==> src/rtl/celery_pkg.sv <==
// Shared depth-path types: compare functions, host command ops and the depth config word.
package celery_pkg;

    typedef enum logic [3:0] {
        GR_CMP_NEVER    = 4'd0,
        GR_CMP_LESS     = 4'd1,
        GR_CMP_EQUAL    = 4'd2,
        GR_CMP_LEQUAL   = 4'd3,
        GR_CMP_GREATER  = 4'd4,
        GR_CMP_NOTEQUAL = 4'd5,
        GR_CMP_GEQUAL   = 4'd6,
        GR_CMP_ALWAYS   = 4'd7
    } depth_func_t;

    typedef enum logic [1:0] {
        CMD_NOP    = 2'd0,
        CMD_CONFIG = 2'd1,
        CMD_CLEAR  = 2'd2,
        CMD_FLUSH  = 2'd3
    } depth_cmd_op_t;

    typedef struct packed {
        logic        test_en;
        logic        write_en;
        depth_func_t func;
    } depth_cfg_t;

    localparam int          DEPTH_PIPE_STAGES = 3;
    localparam depth_cfg_t  DEPTH_CFG_RESET   = '{test_en: 1'b0, write_en: 1'b0, func: GR_CMP_LESS};
    localparam logic [15:0] DEPTH_CLEAR_RESET = 16'hFFFF;

endpackage

==> src/rtl/depth_frame_ctrl.sv <==
// Sequencer in front of depth_buffer: owns its config and serialises CONFIG/CLEAR/FLUSH
// against the fragment stream. Optional perf counters with DEPTH_CTRL_PERF_EN.
//
// state     | meaning
// IDLE      | gate open (unless depth_buffer clearing), accepting commands
// DRAIN     | gate closed, retiring PIPE_DEPTH advance cycles of in-flight fragments
// CLR_REQ   | one-cycle db_clear pulse
// CLR_WAIT  | waiting for db_clearing to rise and then fall
module depth_frame_ctrl
    import celery_pkg::*;
#(
    parameter int PIPE_DEPTH = DEPTH_PIPE_STAGES
`ifdef DEPTH_CTRL_PERF_EN
    , parameter int CNT_W    = 32
`endif
) (
    input  logic                clk,
    input  logic                rst,
    input  logic                cmd_valid,
    output logic                cmd_ready,
    input  depth_cmd_op_t       cmd_op,
    input  depth_cfg_t          cmd_cfg,
    input  logic [15:0]         cmd_clear_value,
    output logic                op_done,
    output logic                busy,
    input  logic                up_valid,
    output logic                up_ready,
    output logic                dn_valid,
    input  logic                dn_ready,
    input  logic                db_out_valid,
    input  logic                db_out_ready,
    output logic                db_test_en,
    output logic                db_write_en,
    output depth_func_t         db_func,
    output logic                db_clear,
    output logic [15:0]         db_clear_value,
    input  logic                db_clearing
`ifdef DEPTH_CTRL_PERF_EN
    ,
    output logic [CNT_W-1:0]    perf_clear_cyc,
    output logic [CNT_W-1:0]    perf_frag_cnt
`endif
);

    localparam int            DW         = $clog2(PIPE_DEPTH + 1);
    localparam logic [DW-1:0] DRAIN_INIT = DW'(PIPE_DEPTH);

    typedef enum logic [1:0] {
        ST_IDLE     = 2'd0,
        ST_DRAIN    = 2'd1,
        ST_CLR_REQ  = 2'd2,
        ST_CLR_WAIT = 2'd3
    } state_t;

    state_t       state_q, state_d;
    logic [DW-1:0] drain_cnt_q, drain_cnt_d, drain_step;
    logic         is_clear_q, is_clear_d;
    logic         seen_q, seen_d;
    logic         started_q;
    depth_cfg_t   cfg_q, cfg_d;
    logic [15:0]  clr_val_q, clr_val_d;
    logic         op_done_q, op_done_d;
    logic         db_clear_q, db_clear_d;

    logic gate_open;
    logic advance;
    logic cmd_fire;

    assign gate_open = (state_q == ST_IDLE) && !db_clearing;
    assign advance   = !(db_out_valid && !db_out_ready);
    // started_q keeps cmd_ready low through the cycle reset is released
    assign cmd_ready = gate_open && started_q;
    assign cmd_fire  = cmd_valid && cmd_ready;

    assign dn_valid  = up_valid && gate_open;
    assign up_ready  = dn_ready && gate_open;
    assign busy      = (state_q != ST_IDLE);

    assign op_done        = op_done_q;
    assign db_clear       = db_clear_q;
    assign db_test_en     = cfg_q.test_en;
    assign db_write_en    = cfg_q.write_en;
    assign db_func        = cfg_q.func;
    assign db_clear_value = clr_val_q;

    always_comb begin
        state_d     = state_q;
        drain_cnt_d = drain_cnt_q;
        drain_step  = drain_cnt_q;
        is_clear_d  = is_clear_q;
        seen_d      = seen_q;
        cfg_d       = cfg_q;
        clr_val_d   = clr_val_q;
        op_done_d   = 1'b0;
        db_clear_d  = 1'b0;

        case (state_q)
            ST_IDLE: begin
                if (cmd_fire) begin
                    case (cmd_op)
                        CMD_CONFIG: cfg_d = cmd_cfg;
                        CMD_CLEAR, CMD_FLUSH: begin
                            is_clear_d  = (cmd_op == CMD_CLEAR);
                            if (cmd_op == CMD_CLEAR) begin
                                clr_val_d = cmd_clear_value;
                            end
                            drain_cnt_d = DRAIN_INIT;
                            state_d     = ST_DRAIN;
                        end
                        default: ;
                    endcase
                end
            end
            ST_DRAIN: begin
                if (advance && (drain_cnt_q != '0)) begin
                    drain_step = drain_cnt_q - DW'(1);
                end
                drain_cnt_d = drain_step;
                if (drain_step == '0) begin
                    if (is_clear_q) begin
                        state_d    = ST_CLR_REQ;
                        db_clear_d = 1'b1;
                    end else begin
                        state_d   = ST_IDLE;
                        op_done_d = 1'b1;
                    end
                end
            end
            ST_CLR_REQ: begin
                seen_d  = 1'b0;
                state_d = ST_CLR_WAIT;
            end
            ST_CLR_WAIT: begin
                if (db_clearing) begin
                    seen_d = 1'b1;
                end
                if (seen_q && !db_clearing) begin
                    state_d   = ST_IDLE;
                    op_done_d = 1'b1;
                end
            end
            default: state_d = ST_IDLE;
        endcase
    end

    always_ff @(posedge clk or posedge rst) begin
        if (rst) begin
            state_q     <= ST_IDLE;
            drain_cnt_q <= '0;
            is_clear_q  <= 1'b0;
            seen_q      <= 1'b0;
            started_q   <= 1'b0;
            cfg_q       <= DEPTH_CFG_RESET;
            clr_val_q   <= DEPTH_CLEAR_RESET;
            op_done_q   <= 1'b0;
            db_clear_q  <= 1'b0;
        end else begin
            state_q     <= state_d;
            drain_cnt_q <= drain_cnt_d;
            is_clear_q  <= is_clear_d;
            seen_q      <= seen_d;
            started_q   <= 1'b1;
            cfg_q       <= cfg_d;
            clr_val_q   <= clr_val_d;
            op_done_q   <= op_done_d;
            db_clear_q  <= db_clear_d;
        end
    end

`ifdef DEPTH_CTRL_PERF_EN
    logic [CNT_W-1:0] perf_clear_q, perf_clear_d;
    logic [CNT_W-1:0] perf_frag_q, perf_frag_d;

    always_comb begin
        perf_clear_d = perf_clear_q;
        perf_frag_d  = perf_frag_q;
        if ((state_q == ST_CLR_REQ) || (state_q == ST_CLR_WAIT)) begin
            perf_clear_d = perf_clear_q + CNT_W'(1);
        end
        if (dn_valid && dn_ready) begin
            perf_frag_d = perf_frag_q + CNT_W'(1);
        end
    end

    always_ff @(posedge clk or posedge rst) begin
        if (rst) begin
            perf_clear_q <= '0;
            perf_frag_q  <= '0;
        end else begin
            perf_clear_q <= perf_clear_d;
            perf_frag_q  <= perf_frag_d;
        end
    end

    assign perf_clear_cyc = perf_clear_q;
    assign perf_frag_cnt  = perf_frag_q;
`endif

endmodule

==> config.mk <==
export PLATFORM = sky130hd
export DESIGN_NAME = depth_frame_ctrl
export DESIGN_NICKNAME = d
export VERILOG_FILES = /design/src/rtl/celery_pkg.sv /design/src/rtl/depth_frame_ctrl.sv
export SDC_FILE = /design/constraint.sdc
export NUM_CORES = 1
export LEC_CHECK = 0
export ABC_AREA = 1
export CORE_UTILIZATION = 25
export DETAILED_ROUTE_END_ITERATION = 12
export PLACE_DENSITY = 0.64
export SETUP_SLACK_MARGIN = 0.4
export SYNTH_ARGS = -nofsm -noshare
export SYNTH_HDL_FRONTEND = slang
export SYNTH_SLANG_ARGS = --single-unit
==> constraint.sdc <==
create_clock -name clk -period 1.49 [get_ports clk]
set_input_delay 0.3725 -clock clk [delete_from_list [all_inputs] [get_ports clk]]
set_output_delay 0.3725 -clock clk [all_outputs]
set_load 0.02 [all_outputs]
==> impl_metrics.csv <==
group,metric,value,unit
outcome,status,"finished with violations",
outcome,violations,"setup timing",
finish,fin_area,2900,sq um
routing,viasPerCell,4.20,
routing,vias,1412,
power_and_ir_drop,p_int,3.28,mW
power_and_ir_drop,p_clk_share,12.1,%
logic_synthesis,synth_most_common_cell,"nand2_1",
cts,cts_num_sinks,31,
timing,fmax,659,MHz
setup_path,cp_common_cell,"nor2_4",
timing,hold_slack,430,ps
routing,ant_nets,0,
finish,layout.nets,296,
cts,clockBufferDepth,2,
setup_path,critPathMaxFanout,3,
timing,hold_viol_final,0,
routing,drc,0,
routing,firstDrtPassIters,2,
timing,setup_viol,3,
cts,htreeDepth,2,
setup_path,cp_slowest_cell,"dfrtp_1",
logic_synthesis,netlist_top_cells_count,"nand2_1, inv_1, nand3_1, dfstp_2, dfrtp_1",
logic_synthesis,syn_area,1450,sq um
finish,postLayoutCoreUtil,52.4,%
routing,drt-met1-wl,1620,um
logic_synthesis,synthCells,163,
global_routing,grt_max_degree,32,
setup_path,cp.arrival,1140,ps
global_routing,grt_pass1_vias,1465,
routing,wl_met2,2170,um
setup_path,crit_family,"flip-flops",
timing,rsz0062_at_grt,"true",
logic_synthesis,synth-main-ff-cell,"dfstp_2",
setup_path,crit_required,1120,ps
cts,path_clk_slew,70,ps
setup_path,path_cells,"nor2_4, nand2_4, nor2_4, buf_6",
global_routing,grt_pass1_wl,6800,um
floorplanning,initial_core_util,26.1,%
cts,cts_root_buffer,"clkbuf_8",
routing,drtIter0Drc,35,
logic_synthesis,synth_nets,196,
setup_path,slowest_delay,410,ps
power_and_ir_drop,p_per_area,1810,nW/um^2
global_routing,grt_overflow,0,
finish,seqCellArea,797,sq um
cts,cts_tree,"yes",
timing,fin_crit,1520,ps
logic_synthesis,synth_area_leaders,"dfstp_2, dfrtp_1, nand2_1",
logic_synthesis,async_flop_share,100,%
min_path,hold_class,"in -> async",
place,place.gp.congestion,0.665,
logic_synthesis,ys_seq_area_share,55.2,%
timing,slew_viol_final,0,
routing,dr_wl_met3,186,um
floorplanning,pin_count,60,
cts,clk_latency,280,ps
floorplanning,die_area,6090,sq um
floorplanning,core,5540,sq um
logic_synthesis,synth_top_area_share,30.9,%
timing,layout_setup_ws,-27.1,ps
floorplanning,die_h,78.0,um
setup_path,cp_num_buf_inv,1,
routing,top_layer,"met4",
setup_path,critPathLaunchType,"flop",
finish,multi_input_area,851,sq um
power_and_ir_drop,peakVddDrop,0.769,mV
routing,routed_wl,4030,um
setup_path,worst_setup_path_end_kind,"primary output",
timing,tns,-76.4,ps
floorplanning,rows,27,
timing,fin_worst_skew,7.41,ps
logic_synthesis,yosysWarnings,0,
global_routing,grt_use_total,14.5,%
floorplanning,fp.dieW,78.0,um
power_and_ir_drop,p_sw_share,37.3,%
logic_synthesis,synth.avg_cell_area,8.87,sq um
cts,hold_buffers,0,
power_and_ir_drop,p_leak,1.33,nW
logic_synthesis,synth_top_area_cell,"dfstp_2",
routing,detail_route.wl_per_cell,12.0,um
logic_synthesis,synthDistinctLibCells,24,
power_and_ir_drop,switching_power,1.96,mW
place,io_buffers,59,
logic_synthesis,synth_edf_count,0,
power_and_ir_drop,p_seq_share,31.4,%
timing,timing.final.crit_share,102,%
place,placed_area,2250,sq um
cts,cts_inserted_buffers,5,
finish,antenna_cells,0,
finish,drive_above_1_share,63.3,%
finish,area_delta_synth_final,101,%
place,hpwlAfterDp,2340,um
finish,n_fill_cell,545,
setup_path,critPathKind,"reg -> out",
job,maxCapViolations,0,
logic_synthesis,ys_ff_latch,31,
power_and_ir_drop,pwr-share-comb,56.5,%
global_routing,grt_antenna_before_repair,0,
per-stage QoR:
stage	instances	worst slack (ps)	power, mW
after detailed placement	301	-556	3.68
final	336	-27.1	5.24
after global placement	301	-531	3.64
after floorplan	163	222	2.71
after global routing	336	-83.0	5.57
after CTS	324	-56.8	4.94
cells by family after synthesis:
kind of cell	synth area share [%]
AND/OR/NAND/NOR	28.7
flip-flops	55.2
buffers and inverters	8.57
AO/OA/AOI/OAI	6.41
adder cells (fa/ha/maj)	0.866
other	0.259
per-layer routing:
layer,vias to the layer above,track usage [%]
met5,-,0
met4,0,3.89
met3,5,4.07
met2,32,25.7
met1,661,17.2
li1,714,-
power groups by stage:
stage / Combinational (mW) / Clock, mW / Sequential [mW]
after floorplan: 0.775 / 0 / 1.93
after global placement: 2.08 / 0 / 1.56
after detailed placement: 2.12 / 0 / 1.56
after CTS: 2.62 / 0.654 / 1.67
after global routing: 3.19 / 0.696 / 1.69
final: 2.96 / 0.633 / 1.65
path summary, 6_finish.rpt:
kind / startpoint / endpoint / slack (ps) / depth (start not counted)
min in group clk: db_clear_value[9] / db_clear_value[9] / 460 / 2
worst min register to register: db_clear_value[9] / db_clear_value[9] / 460 / 2
max in group asynchronous: rst / db_clear_value[5] / 810 / 3
worst max register to register: state_q[0] / db_clear_value[9] / 10 / 9
worst max-delay path: state_q[0] / up_ready / -30 / 4
worst min-delay path: rst / db_clear / 430 / 3
cell type report:
cell class,count,share of cell area (%)
clock buffer,8,2.76
inverter,23,3.23
multi-input combinational,108,29.3
sequential,31,27.4
tap,72,3.10
timing repair buffer,94,34.2
what timing repair did:
action,in CTS,in global routing
pin swaps,24,16
endpoints found under the setup margin,57,58
gates cloned,4,0
buffers inserted,11,12
gates resized for setup,227,20
layout by cell type (no fill, tap or decap), types with 7 or more instances in the layout:
cell             synthesis  final
nand3_2                  0     12
nand3_1                 21      8
dfrtp_1                 14     14
inv_1                   22     16
o21ai_2                  6      7
dfstp_2                 17     17
nand2_1                 55     17
clkdlybuf4s50_1          0     29
buf_4                    1     25
buf_6                    2     31
nand2_2                  0     32
sequential cells by signal, summed over array words and instances (netlist names), named ones only:
| register | cells |
|---|---|
| db_clear_value | 16 |
| db_func | 4 |
| drain_cnt_q | 2 |
| db_clear | 1 |
| db_test_en | 1 |
| db_write_en | 1 |
| is_clear_q | 1 |
| op_done | 1 |
| seen_q | 1 |
| started_q | 1 |
| state_q | 1 |
worst reg2reg max path, stage by stage, from the launching register on:
cell     delay [ps]
dfrtp_1         410
nor2_4          150
buf_6           120
buf_6            90
nand4_4         120
inv_6           150
buf_12          150
nand2_8         100
nand2_4          80
nand2_2          40
Power figures use the tool's default switching activity.
